[src/rtl/multiword_add_sequencer.sv]
// Multi-cycle adder: adds two WIDTH-bit operands CHUNK bits per cycle with a rippled carry.
// Optional subtract mode when MWADD_SUB_EN is defined; it adds input iSub.
module multiword_add_sequencer #(
  parameter int WIDTH = 64,
  parameter int CHUNK = 16
) (
  input  logic             iClk,
  input  logic             iRst_n,
  input  logic             iValid,
  output logic             oReady,
  input  logic [WIDTH-1:0] iA,
  input  logic [WIDTH-1:0] iB,
  input  logic             iC,
`ifdef MWADD_SUB_EN
  input  logic             iSub,
`endif
  output logic             oValid,
  input  logic             iReady,
  output logic [WIDTH-1:0] oS,
  output logic             oC,
  output logic             oBusy
);

  // state | meaning
  // IDLE  | waiting for a request, oReady high
  // BUSY  | adding one chunk per edge, k = chunk index
  // DONE  | result held on oS/oC with oValid until iReady

  localparam int N  = WIDTH / CHUNK;
  localparam int KW = (N > 1) ? $clog2(N) : 1;
  localparam logic [KW-1:0] K_LAST = KW'(N - 1);

  typedef enum logic [1:0] {IDLE, BUSY, DONE} state_t;

  state_t           state, stateNext;
  logic [KW-1:0]    k;
  logic [WIDTH-1:0] aReg, bReg, sumReg;
  logic             carryReg;
  logic [CHUNK:0]   chunkSum;
  logic             doSub;

`ifdef MWADD_SUB_EN
  assign doSub = iSub;
`else
  assign doSub = 1'b0;
`endif

  always_ff @(posedge iClk or negedge iRst_n) begin
    if (!iRst_n) state <= IDLE;
    else         state <= stateNext;
  end

  always_comb begin
    stateNext = state;
    oReady    = 1'b0;
    oValid    = 1'b0;
    oBusy     = 1'b1;
    case (state)
      IDLE: begin
        oReady = 1'b1;
        oBusy  = 1'b0;
        if (iValid) stateNext = BUSY;
      end
      BUSY: begin
        if (k == K_LAST) stateNext = DONE;
      end
      DONE: begin
        oValid = 1'b1;
        if (iReady) stateNext = IDLE;
      end
      default: stateNext = IDLE;
    endcase
  end

  // Operands shift down one chunk per edge, so the active chunk always sits at bit 0;
  // the sum shifts in from the top and is fully aligned after N edges.
  assign chunkSum = {1'b0, aReg[CHUNK-1:0]} + {1'b0, bReg[CHUNK-1:0]}
                  + {{CHUNK{1'b0}}, carryReg};

  always_ff @(posedge iClk or negedge iRst_n) begin
    if (!iRst_n) begin
      aReg     <= '0;
      bReg     <= '0;
      sumReg   <= '0;
      carryReg <= 1'b0;
      k        <= '0;
    end else if (state == IDLE && iValid) begin
      aReg     <= iA;
      bReg     <= doSub ? ~iB : iB;
      carryReg <= doSub ? 1'b1 : iC;
      k        <= '0;
    end else if (state == BUSY) begin
      aReg     <= aReg >> CHUNK;
      bReg     <= bReg >> CHUNK;
      sumReg   <= {chunkSum[CHUNK-1:0], sumReg[WIDTH-1:CHUNK]};
      carryReg <= chunkSum[CHUNK];
      if (k != K_LAST) k <= k + 1'b1;
    end
  end

  assign oS = sumReg;
  assign oC = carryReg;

endmodule

[config.mk]
export PLATFORM = sky130hd
export DESIGN_NAME = multiword_add_sequencer
export DESIGN_NICKNAME = d
export VERILOG_FILES = /design/src/rtl/multiword_add_sequencer.sv
export SDC_FILE = /design/constraint.sdc
export NUM_CORES = 1
export LEC_CHECK = 0
export ABC_AREA = 1
export BUFFER_PORTS_ARGS = -buffer_cell sky130_fd_sc_hd__buf_2
export CAP_MARGIN = 20
export CORE_ASPECT_RATIO = 0.7
export CORE_MARGIN = 2
export CORE_UTILIZATION = 56
export CTS_BUF_LIST = sky130_fd_sc_hd__clkbuf_8
export DETAILED_ROUTE_END_ITERATION = 10
export PLACE_DENSITY = 0.85
export SKIP_LAST_GASP = 1
export SLEW_MARGIN = 5
export SYNTH_ARGS = -nofsm -noshare
export SYNTH_HDL_FRONTEND = slang
export SYNTH_SLANG_ARGS = --single-unit
[constraint.sdc]
create_clock -name iClk -period 1.9 [get_ports iClk]
set_input_delay 0.285 -clock iClk [delete_from_list [all_inputs] [get_ports iClk]]
set_output_delay 0.285 -clock iClk [all_outputs]
set_load 0.005 [all_outputs]
Word level (Yosys, flattened, before mapping):

Index checks and enable logic that the tools add are counted.

* register bits after elaboration: 197
* bits in latches: 0
* memory bits (writable): 0
* ROM bits: 0
* input bits: 133
* output and inout bits: 68
* memories kept: 0

* $add $sub $neg: 3
* multiply operators: 0
* divide/modulo/power cells: 0
* order comparisons: 0
* equal/unequal tests: 7
* shift-type cells: 0
* mux-type cells: 16
* bitwise logic cells: 1
* reduce and logical (&&, ||, !) cells: 7

Operators with widths (number)
* 64-bit two-way mux: 4
* 16-bit by 16-bit adder with 17-bit output: 1
* 17-bit by 1-bit adder with 17-bit output: 1
* 2-bit two-way mux: 6
* 2-bit != test (second input constant): 4
* 2-bit case mux with 3 select lines: 1
* 1-bit two-way mux: 5
* 2-bit == test (second input constant): 2
* 2-bit AND reduction: 2
* 2-bit nonzero test: 2
* 3-bit AND reduction: 1
* 2-bit by 1-bit adder with 2-bit output (second input constant): 1
* 2-bit by 1-bit == test with 1-bit output (second input constant): 1
* 2-bit logical NOT: 1
* 1-bit logical AND: 1
* 1-bit inverter: 1

Depth between registers and ports, before layout:

Gate-level depths: netlist of run 1.

* depth in word-level cells: 4
* gate-level depth with buffers: 12

Worst setup path before layout of run 1:

OpenSTA, ideal clock, no wires.

* path kind: register to register
* from: reg carryReg (netlist: oC)
* to: reg sumReg[54] (netlist: oS[54])
* library setup time: 117 ps
* data arrival time: 1644 ps
* data required time: 1783 ps
* slack: 139 ps
* cell stages (with the launch flop): 10
* period minus slack after synthesis: 1761 ps
* path through: dfrtp_1 fa_1 inv_1 fa_1 inv_1 nand2_1 nand3_1 or2_2 nand3_1 nand2_1

* longest elaborated chain between the ends: 1

Ends and longest elaborated chain
* from (decl): line 38 `logic carryReg;`
* from (signal assigned): line 90 `carryReg <= doSub ? 1'b1 : iC;`
* from (signal assigned): line 96 `carryReg <= chunkSum[CHUNK];`
* 17-bit by 1-bit adder with 17-bit output: line 78 `+ {{CHUNK{1'b0}}, carryReg};`
* to (signal assigned): line 95 `sumReg <= {chunkSum[CHUNK-1:0], sumReg[WIDTH-1:CHUNK]};`
* to (decl): line 37 `logic [WIDTH-1:0] aReg, bReg, sumReg;`

No other way between the ends.
A chain may end at the register's enable or synchronous reset.

Final worst setup path of run 1:

* from: reg carryReg (netlist: oC)
* to: reg sumReg[56] (netlist: oS[56])

Same word-level chain as after synthesis.

==> metrics.txt, run 1 <==
Setup-failing EPs final=0; netlist area before placement=8866 um^2; Crit path depth=11; share of the yosys chip area belonging to registers=55.60%; Slew HR=~60%; worst-path maximum fanout=4; Core ar.=15500 um^2; multiplexer share of the synthesized area=0%; Crit path max-delay family=adder cells; Final Cycle Share=96.26%; vias in the first global route=between 7000 and 8000; number of fill cells=roughly 1300; I/O Buffers=200; H-tree lvl count=4; worst-path cell chain=fa_2, inv_1, fa_2, inv_2, nand3_1, nand3_2, nand2_1, nand2_1, xor2_1, nand2_1, nand2_1; syn_nets=1165; fin util=between 60% and 70%; DIE WIDTH=between 150 and 200 um; CTS tree=built; Ys Warns=0; share of layout cells above drive strength 1=between 20% and 30%; end of the critical path=oS[56]; clock skew=0.009926 ns; pre-CTS setup slack=roughly 0.038 ns; drt wl/cell=approximately 15 um; DP HPWL=between 15000 and 20000 um; DR DRC count=0; flop and latch count out of synthesis=between 150 and 200; antenna violations before repair=5; clk buf depth=2; Mapped Avg Cell Area=approximately 8.7 um^2; Nets=about 1400; Crit Path Category=reg -> reg; critical path's slowest cell=dfrtp_1; R2R Setup Slk=0.07 ns; Reg area=approximately 4900 um^2; gr ovfl total=0; Post-Synth XOR/XNOR Area=less than 1%; Gate Count Post-Synth=1014; post-synthesis simple-gate area fraction=between 20% and 30%; Row Count=38; number of hold violations in the final report=0; Initial Util=between 50% and 60%; Peak VDD IR=0.001449 V; first-pass GRT wire length=between 30000 and 40000 um; reg2reg start=oC; Antenna Nets Post-Route=0; gpl congestion=just over 0.9; DRT iter0 DRCs=547; reg2reg end=oS[56]; worst slew pin tran=~0.57 ns; max incr delay on CP=0.41 ns; largest family of logic cells by synthesized area=simple AND/OR/NAND/NOR gates; status=finished, final reports clean; Final TNS setup=0 ns; cell mode on critical path=nand2_1; largest net degree at the start of global routing=roughly 120; Area Growth Syn to Fin=20.18%; Synth Area in Adders=under 10%; Worst EP arrival=approximately 2.2 ns; Worst Setup SP=oC; power density over the cells=1775 nW/um^2; buffers and inverters on the worst path=2; fin crit period=roughly 1.8 ns; CTS Buf Count=17; DR vias=between 7000 and 8000; fmax=about 550 MHz; Worst setup SP type=register; worst skew pair latency=about 0.47 ns; R2R depth=11; Min-Delay Path Class=in -> reg; Synth Area in Compound Gates=between 10% and 20%; critical path capture point type=register; Max Slew Vio Count=0; Root Buffer=clkbuf_8; vias per cell=~5.3; max_cap viols=0; GRT Util Overall=between 20% and 30%; Placed Cells=approximately 1400; Crit path required time=2.27 ns; leak pwr=approximately 0.0055 uW; # clock sinks=between 150 and 200; Die Span Y=~110 um; Non-Filler Instances=about 1400; Ports=approximately 200; WL final=between 20000 and 25000 um; worst setup margin=0.07098 ns; CTS clock-pin slew for the worst setup and hold paths=0.09 ns; die area=16870 um^2; footprint of the multi-input gates=between 3000 and 4000 um^2; DR pass1 iterations=6; post-synth cell types=35
-- registers in the layout (all words and copies together), names as in the netlist --
signal	flops
oS	64
k	2
bReg	64
aReg	64
oC	1
state	2
-- how the worst min path moves through the flow --
stage / from / endpoint / slack (ns) / depth (start not counted)
after detailed placement: iRst_n / aReg[23] / 0.28 / 1
after floorplan: iRst_n / aReg[0] / -0.01 / 0
after global routing: iB[48] / bReg[48] / 0.006 / 2
final: iA[55] / aReg[55] / 0.02 / 3
after global placement: iRst_n / aReg[39] / 0.28 / 1
after CTS: iA[55] / aReg[55] / 0.001 / 3
-- metal layers --
metal	vias up	wire length, um	track usage (%)
met5	-	27	0
met4	4	485	10.65
met3	40	1573	7.194
met2	239	9733	42.25
met1	3558	9992	37.99
li1	3670	-	-
-- placed cells by master (no fill, tap or decap), types with 3 or more instances in the layout --
cell	instances
a22o_1	16
nor3_1	3
o221ai_1	4
dlygate4sd3_1	8
nand3_1	35
a21oi_1	9
a22oi_1	16
inv_2	3
dfrtp_1	197
nand3b_1	3
ha_1	16
buf_2	199
nand2_1	388
inv_1	112
clkinvlp_4	3
bufinv_16	3
o21ai_0	66
buf_4	11
diode_2	3
buf_12	9
nor2_1	12
o211ai_1	61
clkbuf_8	19
inv_6	3
nand3_2	3
xor2_1	3
-- Yosys cell counts --
cell      count  area share [%]
buf_6         2            0.25
inv_2         4            0.17
nand2_4       2            0.25
nor3_1        3            0.17
buf_4         4            0.34
dfrtp_1     197              56
or2_0         1           0.071
clkbuf_1      9            0.38
o211ai_1     61             5.2
o221ai_1      4            0.40
nor2_4        1            0.13
buf_1         2           0.085
nand3b_1      3            0.25
xnor2_1       1           0.099
fa_1          2            0.45
xor2_1        3            0.30
or2_2         2            0.14
o21ai_1       1           0.056
o22ai_1       1           0.071
nor2_1       12            0.51
nand4_1       1           0.071
buf_2        33             1.9
ha_1         16             2.3
nand3_1      38             2.1
o21ai_0      66             3.7
nor2_2        1           0.071
nand2_1     388              16
and2_1        1           0.071
a22o_1       16             1.6
a21oi_1       9            0.51
a32o_1        2            0.23
inv_1       110             4.7
a22oi_1      16             1.4
o21bai_1      1           0.085
or2_1         1           0.071
-- cell families after synthesis --
group,count (synthesis)
buffers and inverters,164
AOI/OAI and AO/OA,177
adders and majority gates,18
xor gates and xnor gates,4
DFF,197
and+or+nand+nor,454
-- report_power, final --
part	internal, uW	leakage (uW)	switching [uW]
combinational	3350	0.00283	5500
clock	1330	0.000210	1470
sequential	6110	0.00250	1160
-- per-stage QoR --
step           hold WS [ns]  power (uW)  area, um^2
2_1_floorplan      -0.01059       13140        8866
5_1_grt            0.006019       20610       10650
3_5_place_dp         0.2821       16040       10120
4_1_cts            0.001381       18870       10600
3_3_place_gp         0.2806       15720       10120
6_report            0.02175       18920       10660
-- final cells by class --
| type | count | share of cell area [%] |
|---|---|---|
| Sequential cell | 197 | 46.27 |
| Inverter | 114 | 4.063 |
| Antenna cell | 3 | 0.07046 |
| Tap cell | 200 | 2.349 |
| Clock buffer | 18 | 2.325 |
| Clock inverter | 14 | 1.503 |
| Multi-Input combinational cell | 653 | 30.73 |
| Timing Repair Buffer | 228 | 12.69 |
-- worst min-delay path: stages --
cell     delay, ns
buf_2         0.07
nand2_1       0.04
o21ai_0       0.06
-- what timing repair did --
action                                  4_1_cts  5_1_grt
endpoints found under the hold margin        53        1
endpoints found under the setup margin        0        7
setup buffers                                 0        3
hold buffers                                  7        1
resized for setup                             0        6
(Power assumes the default switching activity.)
==> inputs of run 2 (changes only) <==
CELL_PAD_IN_SITES_DETAIL_PLACEMENT = 1   (was not set)
CELL_PAD_IN_SITES_GLOBAL_PLACEMENT = 2   (was not set)
CORE_UTILIZATION = 33   (was 56)
clock period = 1.89 ns   (was 1.9 ns; I/O delays follow)
==> run 2 against run 1 <==
Against the previous run: register-to-register slack worse by 0.02 ns; sequential cell count unchanged; fmax shrank 0.65%; global-route usage shrank 7.1 points; first-iteration DRC count shrank 37%; clock power up 14%; sequential power up 1%; die area grew 67%; setup slack worse by 0.022 ns; design area increased by 7.0%; highest routed layer unchanged.
==> metrics.txt, run 2 (synthesis results as in run 1) <==
leak pwr=around 0.0057 uW; Core ar.=26590 um^2; max_cap viols=0; DP HPWL=18740 um; reg2reg end=oS[60]; R2R Setup Slk=between 0.04 and 0.05 ns; unrepaired setup endpoints after global routing=true; # clock sinks=slightly below 200; Min-Delay Path Class=in -> reg; DRT iter0 DRCs=~340; status=finished, final reports clean; most common cell after layout, fill and taps aside=nand2_1; Ports=between 200 and 250; H-tree lvl count=4; antenna violations before repair=6; Area Growth Syn to Fin=28.65%; Worst Setup SP=bReg[0]; buffers and inverters on the worst path=2; CTS tree=built; Crit Path Category=reg -> reg; critical path's slowest cell=dfrtp_1; Initial Util=about a third; Row Count=50; Setup-failing EPs final=0; hold_ws=roughly 0.033 ns; clock skew=around 0.015 ns; Max Slew Vio Count=0; Nets=between 1000 and 1500; critical path capture point type=register; Crit path required time=2.27 ns; DIE WIDTH=between 150 and 200 um; worst-path cell chain=fa_2, inv_2, fa_2, inv_2, nand3_1, nand3_2, nand3_2, nand4_1, nand3_1, nand2_1; Die Span Y=141.1 um; Peak VDD IR=around 0.0008 V; end of the critical path=oS[60]; CTS clock-pin slew for the worst setup and hold paths=0.10 ns; fin crit period=1.841 ns; Slew HR=between 60 and 70%; most frequent cells in the layout=nand2_1 (386), buf_2 (199), dfrtp_1 (197); Final Cycle Share=~100%; Placed Cells=1546; GRT Util Overall=20.43%; worst-path maximum fanout=3; drt wl/cell=approximately 17 um; first-pass GRT wire length=between 40000 and 50000 um; DR DRC count=0; WL final=approximately 27000 um; Worst setup SP type=register; largest net degree at the start of global routing=between 90 and 100; reg2reg start=bReg[0]; max incr delay on CP=between 0.4 and 0.5 ns; Antenna Nets Post-Route=0; gpl congestion=roughly 0.84; I/O Buffers=200; Crit path max-delay family=adder cells; gr ovfl total=0; Root Buffer=clkbuf_8; Crit path depth=10; power density over the cells=1760 nW/um^2; die area=about 28000 um^2; DR pass1 iterations=4; R2R depth=10; fin util=about 43%; DR vias=roughly 7700; worst skew pair latency=a little under 0.5 ns; vias per cell=about 4.7; vias in the first global route=between 8000 and 9000; Worst EP arrival=2.22 ns; number of hold violations in the final report=0; share of layout cells above drive strength 1=between 20% and 30%; fmax=approximately 540 MHz; worst slew pin tran=between 0.5 and 0.6 ns; CTS Buf Count=17; clk buf depth=2; Non-Filler Instances=between 1500 and 2000; hold depth=3
run 2: cell count changes in the layout (fill, tap and decap cells not counted), moves of 3 or more:
cell / before / now
dlygate4sd3_1: 8 / 54
ha_1: 16 / 11
ha_2: 0 / 3
inv_1: 112 / 109
run 2: cell type report:
type / count / area, um^2
antenna: 3 / 7.507
clock buffer: 19 / 261.5
clock inverter: 13 / 195.2
fill: 3169 / 15180
inverter: 114 / 432.9
multi-input combinational: 653 / 3322
sequential: 197 / 4930
tap: 364 / 455.4
timing repair buffer: 274 / 1802
run 2: power by group:
| part | leakage (uW) | total [uW] | switching, uW | internal [uW] |
|---|---|---|---|---|
| Sequential | 0.00250 | 7360 | 1220 | 6140 |
| Combinational | 0.00302 | 9530 | 5950 | 3580 |
| Clock | 0.000225 | 3190 | 1650 | 1540 |
run 2: worst min path at each step:
stage	start	to
CTS	iA[42]	aReg[42]
global placement	iRst_n	aReg[55]
global route	iA[46]	aReg[46]
finish	iB[31]	bReg[31]
floorplan	iRst_n	aReg[0]
detailed placement	iRst_n	aReg[38]
run 2: per-layer routing:
layer  GRT usage [%]  vias up  wire [um]
met5               0        -         34
met4           4.172        6        258
met3           4.904       21       1395
met2           32.55      136      12450
met1           28.40     3749      13220
li1                -     3754          -
run 2: timing repair:
item	in CTS	in global routing
buffers inserted	0	2
endpoints found under the hold margin	177	0
setup endpoints to repair	1	9
pin swaps	0	1
hold buffers	54	0
resized for setup	1	17
gates cloned	0	0
run 2: per-stage QoR:
stage               total power [uW]  setup TNS, ns  worst slack [ns]  area (um^2)
floorplan                      13210              0            0.1285         8866
global placement               16430              0           0.02197        10320
detailed placement             16760              0           0.01211        10320
CTS                            20140              0          0.004569        11320
global route                   22030        -0.3059          -0.08635        11400
finish                         20070              0           0.04893        11410
run 2: worst reg2reg max path: cells and delay by family (launching register included):
family	cells	cell delay, ns
DFF	1	0.43
adders and majority gates	2	0.61
buffers and inverters	2	0.11
and+or+nand+nor	6	0.59
==> inputs of run 3 (changes only) <==
BUFFER_PORTS_ARGS = not set   (was -buffer_cell sky130_fd_sc_hd__buf_2)
CORE_UTILIZATION = 39   (was 33)
DONT_BUFFER_PORTS = 1   (was not set)
==> run 3 against run 2 <==
Against the previous run: the flow now finishes with violations (negative hold slack); design area fell by 3.4%; via count shrank 3.2%; register-to-register slack improved by 0.03 ns; total power is 3.3% lower; non-clock buffer count is 128 lower; highest routed layer is now met4; critical path type unchanged.
==> metrics.txt, run 3 (synthesis results as in run 1) <==
Peak VDD IR=0.0009916 V; Crit Path Category=reg -> reg; R2R Setup Slk=0.08 ns; share of layout cells above drive strength 1=under 10%; Worst setup SP type=register; antenna violations before repair=1; DIE WIDTH=between 150 and 200 um; CTS Buf Count=17; Crit path required time=~2.3 ns; fmax=between 500 and 600 MHz; pre-CTS setup slack=-0.008064 ns; most frequent cells in the layout=nand2_1 (385), dfrtp_1 (196), dlygate4sd3_1 (129); # clock sinks=197; DR vias=roughly 7400; hold_ws=-0.5105 ns; worst skew pair latency=approximately 0.48 ns; gr ovfl total=0; leak pwr=~0.0052 uW; status=complete, but fails checks; I/O Buffers=0; DP HPWL=17200 um; largest net degree at the start of global routing=around 200; Placed Cells=between 1000 and 1500; Non-Filler Instances=around 1500; Antenna Nets Post-Route=0; Ports=between 200 and 250; Post-CTS Hold Buffers=between 100 and 150; worst slew pin tran=~0.53 ns; drt wl/cell=roughly 19 um; vias per cell=5.098; WL final=27980 um; reg2reg start=oC; unrepaired setup endpoints after global routing=true; CTS tree=built; Slew HR=between 60% and 70%; number of hold violations in the final report=~200; Max Slew Vio Count=0; vias in the first global route=around 8000; fin crit period=about 1.8 ns; Initial Util=approximately two fifths; Nets=between 1000 and 1500; DR DRC count=0; clk buf depth=2; Worst EP arrival=2.18 ns; most common cell after layout, fill and taps aside=nand2_1; DR pass1 iterations=5; Row Count=46; clock skew=roughly 0.016 ns; first-pass GRT wire length=~44000 um; Core ar.=between 20000 and 25000 um^2; DRT iter0 DRCs=a little under 400; Min-Delay Path Class=in -> async; Area Growth Syn to Fin=24.32%; GRT Util Overall=roughly a quarter; Placed Area=slightly above 9000 um^2; worst setup margin=approximately 0.080 ns; max_cap viols=0; CTS clock-pin slew for the worst setup and hold paths=between 0.1 and 0.15 ns; fin util=between 40 and 50%; failing checks=negative hold slack; Final Cycle Share=~96%; Final Instance Area=between 10000 and 15000 um^2; die area=roughly 24000 um^2; gpl congestion=about 0.8; Die Span Y=~130 um; H-tree lvl count=4; power density over the cells=between 1500 and 2000 nW/um^2; reg2reg end=oS[54]; R2R depth=9; Setup-failing EPs final=0; Root Buffer=clkbuf_8; worst-path maximum fanout=4; critical path capture point type=register
-- run 3: cell types whose count changed in the layout (fill, tap and decap cells not counted), moves of 2 or more --
| cell | before | now |
|---|---|---|
| ha_1 | 11 | 7 |
| clkinv_8 | 0 | 2 |
| buf_12 | 8 | 6 |
| ha_4 | 2 | 6 |
| buf_2 | 199 | 0 |
| bufinv_16 | 4 | 1 |
| dlygate4sd3_1 | 54 | 129 |
| inv_6 | 3 | 5 |
| nand3_2 | 5 | 2 |
| clkbuf_8 | 19 | 17 |
| nand3_1 | 33 | 36 |
| diode_2 | 3 | 1 |
-- run 3: repair_timing --
action,in CTS,in global routing
cloned,0,0
resized for setup,2,24
endpoints found under the hold margin,326,197
pin swaps,0,1
endpoints found under the setup margin,3,8
setup buffers,0,0
-- run 3: through the flow --
stage	total power (uW)	hold WS, ns	TNS, ns
floorplan	13210	-0.01209	0
detailed placement	15990	-0.006109	-0.008064
global route	21100	-0.5599	-0.04240
finish	19410	-0.5105	0
global placement	15640	-0.006991	0
CTS	19100	-0.5532	0
-- run 3: area by class of cell --
type,count,area (um^2)
flip-flops and latches,197,4931
well taps,312,390.4
inverters,114,432.9
clock buffers,17,234.0
diodes,1,2.502
multi-input cells,653,3369
repair buffers,146,1494
clock inverters,15,167.7
fillers,2556,11480
-- run 3: worst max-delay path, stage by stage (launching register included) --
cell	delay, ns
dfrtp_1	0.42
fa_2	0.42
inv_2	0.07
fa_2	0.19
inv_2	0.05
nand2_1	0.07
nand3_2	0.11
or2_4	0.24
nand3_1	0.07
nand2_1	0.06
-- run 3: how the worst max path moves through the flow --
| stage | to | from |
|---|---|---|
| after floorplan | oS[54] | oC |
| after global placement | oS[54] | oC |
| after detailed placement | oS[54] | oC |
| after CTS | oS[56] | aReg[0] |
| after global routing | oC | oC |
| final | oS[54] | oC |
-- run 3: power by group --
group	total (uW)	internal, uW	switching (uW)
Sequential	7660	6140	1520
Clock	2830	1110	1720
Combinational	8920	3300	5630
-- run 3: metal layers --
metal,part of all wire [%],up-vias,global-route usage (%)
li1,-,3495,-
met1,46,3673,31.54
met2,47,212,39.60
met3,5.4,37,5.945
met4,1.6,0,7.012
met5,0,-,0
